$ cat src/rtl/bit_serial_psum_acc_pkg.sv
// Shared types and constants for the bit-serial psum accumulator.
// Saturation helpers are only referenced when BSPA_SATURATE_EN is defined.
package bspa_pkg;

    localparam int DATA_WIDTH_DEF = 16;

    typedef enum logic [1:0] {
        IDLE = 2'd0,
        ADD  = 2'd1,
        OUT  = 2'd2
    } state_e;

    // Most positive two's complement value of width w, zero-extended to 64 bits.
    function automatic logic [63:0] sat_max(input int w);
        return (64'd1 << (w - 1)) - 64'd1;
    endfunction

    // Most negative two's complement value of width w (sign bit only).
    function automatic logic [63:0] sat_min(input int w);
        return 64'd1 << (w - 1);
    endfunction

endpackage

$ cat src/rtl/bit_serial_psum_acc_fa.sv
// One-bit full-adder cell shared by the bit-serial accumulator datapath.
module FA (
    input  logic a_i,
    input  logic b_i,
    input  logic cin_i,
    output logic sum_o,
    output logic cout_o
);

    assign sum_o  = a_i ^ b_i ^ cin_i;
    assign cout_o = (a_i & b_i) | (cin_i & (a_i ^ b_i));

endmodule

$ cat src/rtl/bit_serial_psum_acc.sv
// Bit-serial partial-sum accumulator: one FA adds each operand LSB-first into acc.
// Optional feature macro: BSPA_SATURATE_EN (saturate on signed overflow instead of wrapping).
module bit_serial_psum_acc
    import bspa_pkg::*;
#(
    parameter int DATA_WIDTH = DATA_WIDTH_DEF
) (
    input  logic                         clk,
    input  logic                         rst_n,
    input  logic                         in_valid,
    output logic                         in_ready,
    input  logic signed [DATA_WIDTH-1:0] in_data,
    input  logic                         in_last,
    output logic                         out_valid,
    input  logic                         out_ready,
    output logic signed [DATA_WIDTH-1:0] out_data,
    output logic                         out_ovf
);

    localparam int CW = (DATA_WIDTH > 1) ? $clog2(DATA_WIDTH) : 1;
    localparam logic [CW-1:0] CNT_LAST = CW'(DATA_WIDTH - 1);

`ifdef BSPA_SATURATE_EN
    localparam logic [DATA_WIDTH-1:0] SAT_MAX = DATA_WIDTH'(sat_max(DATA_WIDTH));
    localparam logic [DATA_WIDTH-1:0] SAT_MIN = DATA_WIDTH'(sat_min(DATA_WIDTH));
`endif

    state_e                state_q;
    logic [DATA_WIDTH-1:0] acc_q;
    logic [DATA_WIDTH-1:0] acc_d;
    logic [DATA_WIDTH-1:0] op_q;
    logic                  carry_q;
    logic [CW-1:0]         cnt_q;
    logic                  last_q;
    logic                  ovf_q;
    logic                  out_valid_q;

    logic sum_bit;
    logic cout_bit;
    logic msb_step;
    logic step_ovf;

    FA u_fa (
        .a_i    (op_q[0]),
        .b_i    (acc_q[0]),
        .cin_i  (carry_q),
        .sum_o  (sum_bit),
        .cout_o (cout_bit)
    );

    assign msb_step = (cnt_q == CNT_LAST);
    // Signed overflow shows up as a carry disagreement across the sign bit.
    assign step_ovf = carry_q ^ cout_bit;

    always_comb begin
        acc_d = {sum_bit, acc_q[DATA_WIDTH-1:1]};
`ifdef BSPA_SATURATE_EN
        // On the sign-bit step op_q[0] holds the operand's sign, which picks the rail.
        if (msb_step && step_ovf) begin
            acc_d = op_q[0] ? SAT_MIN : SAT_MAX;
        end
`endif
    end

    always_ff @(posedge clk) begin
        if (!rst_n) begin
            state_q     <= IDLE;
            acc_q       <= '0;
            op_q        <= '0;
            carry_q     <= 1'b0;
            cnt_q       <= '0;
            last_q      <= 1'b0;
            ovf_q       <= 1'b0;
            out_valid_q <= 1'b0;
        end else begin
            case (state_q)
                IDLE: begin
                    if (in_valid) begin
                        op_q    <= in_data;
                        last_q  <= in_last;
                        carry_q <= 1'b0;
                        cnt_q   <= '0;
                        state_q <= ADD;
                    end
                end
                ADD: begin
                    acc_q   <= acc_d;
                    op_q    <= op_q >> 1;
                    carry_q <= cout_bit;
                    cnt_q   <= cnt_q + CW'(1);
                    if (msb_step) begin
                        ovf_q <= ovf_q | step_ovf;
                        cnt_q <= '0;
                        if (last_q) begin
                            state_q     <= OUT;
                            out_valid_q <= 1'b1;
                        end else begin
                            state_q <= IDLE;
                        end
                    end
                end
                OUT: begin
                    if (out_ready) begin
                        acc_q       <= '0;
                        ovf_q       <= 1'b0;
                        out_valid_q <= 1'b0;
                        state_q     <= IDLE;
                    end
                end
                default: begin
                    state_q     <= IDLE;
                    out_valid_q <= 1'b0;
                end
            endcase
        end
    end

    assign in_ready  = (state_q == IDLE);
    assign out_valid = out_valid_q;
    assign out_data  = acc_q;
    assign out_ovf   = ovf_q;

endmodule
$ cat config.mk
export PLATFORM = sky130hd
export DESIGN_NAME = bit_serial_psum_acc
export DESIGN_NICKNAME = d
export VERILOG_FILES = /design/src/rtl/bit_serial_psum_acc_pkg.sv /design/src/rtl/bit_serial_psum_acc_fa.sv /design/src/rtl/bit_serial_psum_acc.sv
export SDC_FILE = /design/constraint.sdc
export NUM_CORES = 1
export LEC_CHECK = 0
export ABC_CLOCK_PERIOD_IN_PS = 3250
export CAP_MARGIN = 20
export CELL_PAD_IN_SITES_DETAIL_PLACEMENT = 2
export CELL_PAD_IN_SITES_GLOBAL_PLACEMENT = 2
export CORE_ASPECT_RATIO = 1.2
export CORE_MARGIN = 4
export CORE_UTILIZATION = 30
export CTS_CLUSTER_SIZE = 28
export DETAILED_ROUTE_END_ITERATION = 6
export MAX_ROUTING_LAYER = met4
export PLACE_DENSITY_LB_ADDON = 0.1
export SYNTH_ARGS = -nofsm -noshare
export SYNTH_HDL_FRONTEND = slang
export SYNTH_HIERARCHICAL = 1
export SYNTH_SLANG_ARGS = --single-unit
export TNS_END_PERCENT = 5
$ cat constraint.sdc
create_clock -name clk -period 3.25 [get_ports clk]
set_input_delay 0.65 -clock clk [delete_from_list [all_inputs] [get_ports clk]]
set_output_delay 0.65 -clock clk [all_outputs]
set_load 0.005 [all_outputs]
== After elaboration in Yosys (flattened, before gate mapping) ==
Cells that the tools add are included.

* Logic and storage cells: 53
* Bits of input ports: 21
* Output and inout bits: 19
* Bits in registers: 42

* Bitwise gates (word level): 8
* Equal/unequal tests: 7
* Add/subtract/negate cells: 1
* Mux-type cells: 20
* Reduce and logical (&&, ||, !) cells: 9

{| class="wikitable"
|+ Operator list
! kind !! count
|-
| 16-bit one-hot mux with 2 select lines || 2
|-
| 16-bit two-way mux || 2
|-
| 2-bit two-way mux || 4
|-
| 4-bit two-way mux || 2
|-
| 2-bit inequality test, second input constant || 4
|-
| 4-bit one-hot mux with 2 select lines || 1
|-
| 2-bit one-hot mux with 3 select lines || 1
|-
| 2-bit AND reduction || 3
|-
| 3-bit AND reduction || 2
|-
| 1-bit two-way mux || 5
|-
| 4-bit by 1-bit adder with 4-bit output, second input constant || 1
|-
| 4-bit == test, second input constant || 1
|-
| 1-bit one-hot mux with 2 select lines || 2
|-
| 4-bit AND reduction || 1
|-
| 2-bit nonzero test || 2
|-
| 1-bit one-hot mux with 3 select lines || 1
|-
| 1-bit bitwise XOR || 3
|-
| 1-bit bitwise AND || 2
|-
| 2-bit by 1-bit == test with 1-bit output, second input constant || 1
|-
| 2-bit == test, second input constant || 1
|-
| 2-bit zero test || 1
|-
| 1-bit bitwise OR || 2
|-
| 1-bit inverter || 1
|}

== Longest topological paths before layout ==
* Depth in word-level cells: 7
* Mapped depth: 6
* Depth with buffers taken out: 4

== Hierarchy ==
The synthesis kept the hierarchy.

{| class="wikitable"
|+ By module, submodules not included
! module !! times used !! area each (µm²) !! seq. area each (µm²) !! cells an instance
|-
| bit_serial_psum_acc || 1 || 1,736.7 || 840.8 || 210
|-
| FA || 1 || 20.0 || 0.0 || 1
|}

== Worst setup path after synthesis ==
No wires, ideal clock.

* Kind: input port to flip-flop
* Start: input in_valid
* End: register op_q[10]
* Buffers on the path: 1
* Setup time: 119 ps
* Arrival: 1,186 ps
* Cell stages on the path: 4
* Path slack: 1,944 ps
* Data required time: 3,131 ps
* Cells stage by stage: o21ba_4 > clkbuf_1 > o21ai_0 > a21oi_1

* Longest elaborated chain between the ends: 2

{| class="wikitable"
|+ RTL lines
! what !! RTL line !! RTL
|-
| start, declared || bit_serial_psum_acc.sv:10 || <nowiki>input logic in_valid,</nowiki>
|-
| 2-bit inequality test (no source line) || - ||
|-
| 2-bit AND reduction (no source line) || - ||
|-
| end signal, assigned || bit_serial_psum_acc.sv:79 || <nowiki>op_q <= in_data;</nowiki>
|-
| end signal, assigned || bit_serial_psum_acc.sv:88 || <nowiki>op_q <= op_q >> 1;</nowiki>
|-
| end, declared || bit_serial_psum_acc.sv:31 || <nowiki>logic [DATA_WIDTH-1:0] op_q;</nowiki>
|}

Every way passes these cells.
A chain may end at the register's enable or synchronous reset.

== Final worst setup path ==
* Start: input rst_n
* End: register acc_q[13], in the netlist out_data[13]

{| class="wikitable"
|+ RTL lines
! what !! RTL line !! RTL
|-
| start, declared || bit_serial_psum_acc.sv:9 || <nowiki>input logic rst_n,</nowiki>
|-
| end signal, assigned || bit_serial_psum_acc.sv:68 || <nowiki>acc_q <= '0;</nowiki>
|-
| end signal, assigned || bit_serial_psum_acc.sv:87 || <nowiki>acc_q <= acc_d;</nowiki>
|-
| end signal, assigned || bit_serial_psum_acc.sv:104 || <nowiki>acc_q <= '0;</nowiki>
|-
| end, declared || bit_serial_psum_acc.sv:29 || <nowiki>logic [DATA_WIDTH-1:0] acc_q;</nowiki>
|}

No word-level cell between the ends.

==> impl_metrics.yaml <==
clock_network:
  path_clk_slew_ns: 0.08
  clk_latency_ns: 0.29
  cts_root_buffer: "clkbuf_8"
  cts_resized: 0
  numCtsBuffers: 5
  cts_setup_buffers: 0
  cts_sinks: 42
  clockBufferDepth: 2
  cts_tree: "yes"
  hold_buffers: 0
  htree_levels: 2
floorplan:
  start_util: 0.310
  core.rowCount: 30
  ios: 40
  die_h_um: 91.8
  die_area_um2: 7150
  die_w_um: 77.9
  core-area_um2: 5670
synthesis:
  synthMuxAreaShare: 0.00570
  synth_top_family_by_area: "compound AO/OA/AOI/OAI gates"
  synth_xor_area_frac: 0.00499
  yosys.area_share.simple: 0.190
  ys_seq_area_frac: 0.479
  synth.ff_latch_count: 42
  synth_compound_area_frac: 0.234
  yosysMostFrequentCell: "a21oi_1"
  yosys-top-cells-area: "dfxtp_1, a21oi_1, nand2_1, nand3_1, o21ai_0"
  synthAdderAreaFrac: 0.0185
  ys_warn_count: 6
  synth_top_flop_cell: "dfxtp_1"
  synth_common_cells: "a21oi_1, dfxtp_1, nand2_1"
  avgSynthCellArea_um2: 8.33
  synth-edff-count: 0
  postSynthNetCount: 234
  syn_inst: 211
  synth_area_leader_cell: "dfxtp_1"
  async_reset_ff_frac: 0
  synth_area_um2: 1760
  synth_cell_types: 31
  synth_top_area_share: 0.479
critical_path:
  max_stage_delay_ns: 0.59
  crit_path_cell_trace: "clkdlybuf4s50_1, buf_4, clkinv_1, a21oi_1"
  arrival_ns: 2.29
  cp_slowest_cell: "clkinv_1"
  endpoint_kind: "flip-flop"
  path_delay_family: "buffers and inverters"
  startpoint_type: "input port"
  crit_fanout: 26
  cp.required_ns: 3.44
  worstSetupPathType: "in -> reg"
  path_buf_inv: 3
power:
  total_power_mw: 1.01
  vdd_drop_max_v: 0.000182
  p_comb_frac: 0.113
  p_leak_nw: 0.805
  power.switching_mw: 0.249
  power-per-cell-area_nw_per_um2: 448
  internal_power_mw: 0.758
  clkPwrFrac: 0.341
  pwr-share-seq: 0.546
  swShare: 0.248
flow_run:
  cap_violations: 0
detailed_routing:
  drc: 0
  drtPass1Iterations: 4
  routed_via_density: 5.05
  ant_nets: 0
  avgRoutedWirePerCell_um: 15.1
  vias: 1636
  wirelength_um: 4890
  drt_iter0_drc: 73
sta:
  hold_viol_final: 0
  fin_skew_ns: 0.00491
  setup_tns_ns: 0
  slew_violations: 0
  setup_viol: 0
  rsz0062_at_grt: "no"
  clock.fmax_ghz: 0.478
  fin_crit_ns: 2.09
  worstMarginPinSlew_ns: 0.701
  period_share: 0.644
  slew-limit-headroom: 0.530
cells_and_area:
  diodes: 0
  area_delta_synth_final_pct: 27.8
  layout-drive-gt1-share: 0.0533
  fin_nets: 266
grt:
  first_global_vias: 1791
  grt_max_degree: 38
  antenna_found_initial: 0
  grt_overflow: 0
  grt_pass1_wl_um: 8200
  groute.usage.overall: 0.144
status:
  status: "complete, no violations"
place:
  dp_hpwl_um: 3390
  portBuffers: 39
  gp_congestion: 0.704
hold_path:
  hold_class: "reg -> reg"
## through the flow
stage	hold WS [ns]	util	setup slack, ns	std cells	cell area (µm²)
2_1_floorplan	0.458	-	1.94	211	1760
3_3_place_gp	0.453	0.380	0.898	316	2150
3_5_place_dp	0.474	0.380	0.814	316	2150
4_1_cts	0.486	0.396	1.14	324	2250
5_1_grt	0.510	0.396	0.942	324	2250
6_report	0.477	0.396	1.16	324	2250
## logic make-up after synthesis
group,after synthesis
XOR/XNOR,1
adder cells (fa/ha/maj),2
multiplexers,1
buffers and inverters,18
AND/OR/NAND/NOR,72
AO/OA/AOI/OAI,75
flip-flops,42
## state kept, by name, summed over array words and instances (netlist names)
register	flops
op_q	16
out_data	16
cnt_q	4
state_q	2
carry_q	1
last_q	1
out_ovf	1
out_valid	1
## power by group through the flow
stage | clock, mW | sequential (mW) | combinational [mW]
2_1_floorplan | 0 | 0.556 | 0.0754
3_3_place_gp | 0 | 0.560 | 0.109
3_5_place_dp | 0 | 0.561 | 0.116
4_1_cts | 0.359 | 0.550 | 0.116
5_1_grt | 0.384 | 0.553 | 0.128
6_report | 0.344 | 0.549 | 0.114
## final timing paths
check / to / slack, ns / cells after the start / startpoint
max: out_data[13]$_SDFFE_PN0P_ / 1.16 / 4 / rst_n
min: out_data[0]$_SDFFE_PN0P_ / 0.48 / 2 / out_data[1]$_SDFFE_PN0P_
min reg2reg: out_data[0]$_SDFFE_PN0P_ / 0.48 / 2 / out_data[1]$_SDFFE_PN0P_
max reg2reg: cnt_q[3]$_SDFFE_PN0P_ / 1.65 / 3 / state_q[0]$_SDFFE_PN0P_
## layout by cell type (no fill, tap or decap), types with 2 or more instances in the layout
cell type	Yosys	layout
clkdlybuf4s50_1	0	39
dfxtp_1	42	42
nor2_1	8	8
clkbuf_8	0	6
o21ai_0	15	15
nor3b_1	2	2
a22oi_1	3	3
nand2_1	35	35
nor3_1	3	3
nand3_1	17	17
or3_1	2	2
buf_4	2	3
a21oi_1	49	49
a31oi_1	3	3
## per-layer routing
metal,vias up,global-route usage,routed length (µm)
met2,27,0.272,2640
met1,808,0.149,2030
met4,0,0.0401,53
li1,795,-,-
met3,6,0.0305,167
met5,-,-,0
## final cells by class
class                   instances  area (µm²)
well taps                      80         100
repair buffers                 42         413
clock buffers                   7        86.3
fillers                       635        3420
flip-flops and latches         42         841
multi-input cells             151         797
clock inverters                 1        5.00
inverters                       1        3.75
## worst min-delay path: stages (launching register included)
cell,delay (ns)
dfxtp_1,0.33
nand2_1,0.06
a21oi_1,0.05
No activity file was read; power rests on OpenSTA's default activity.
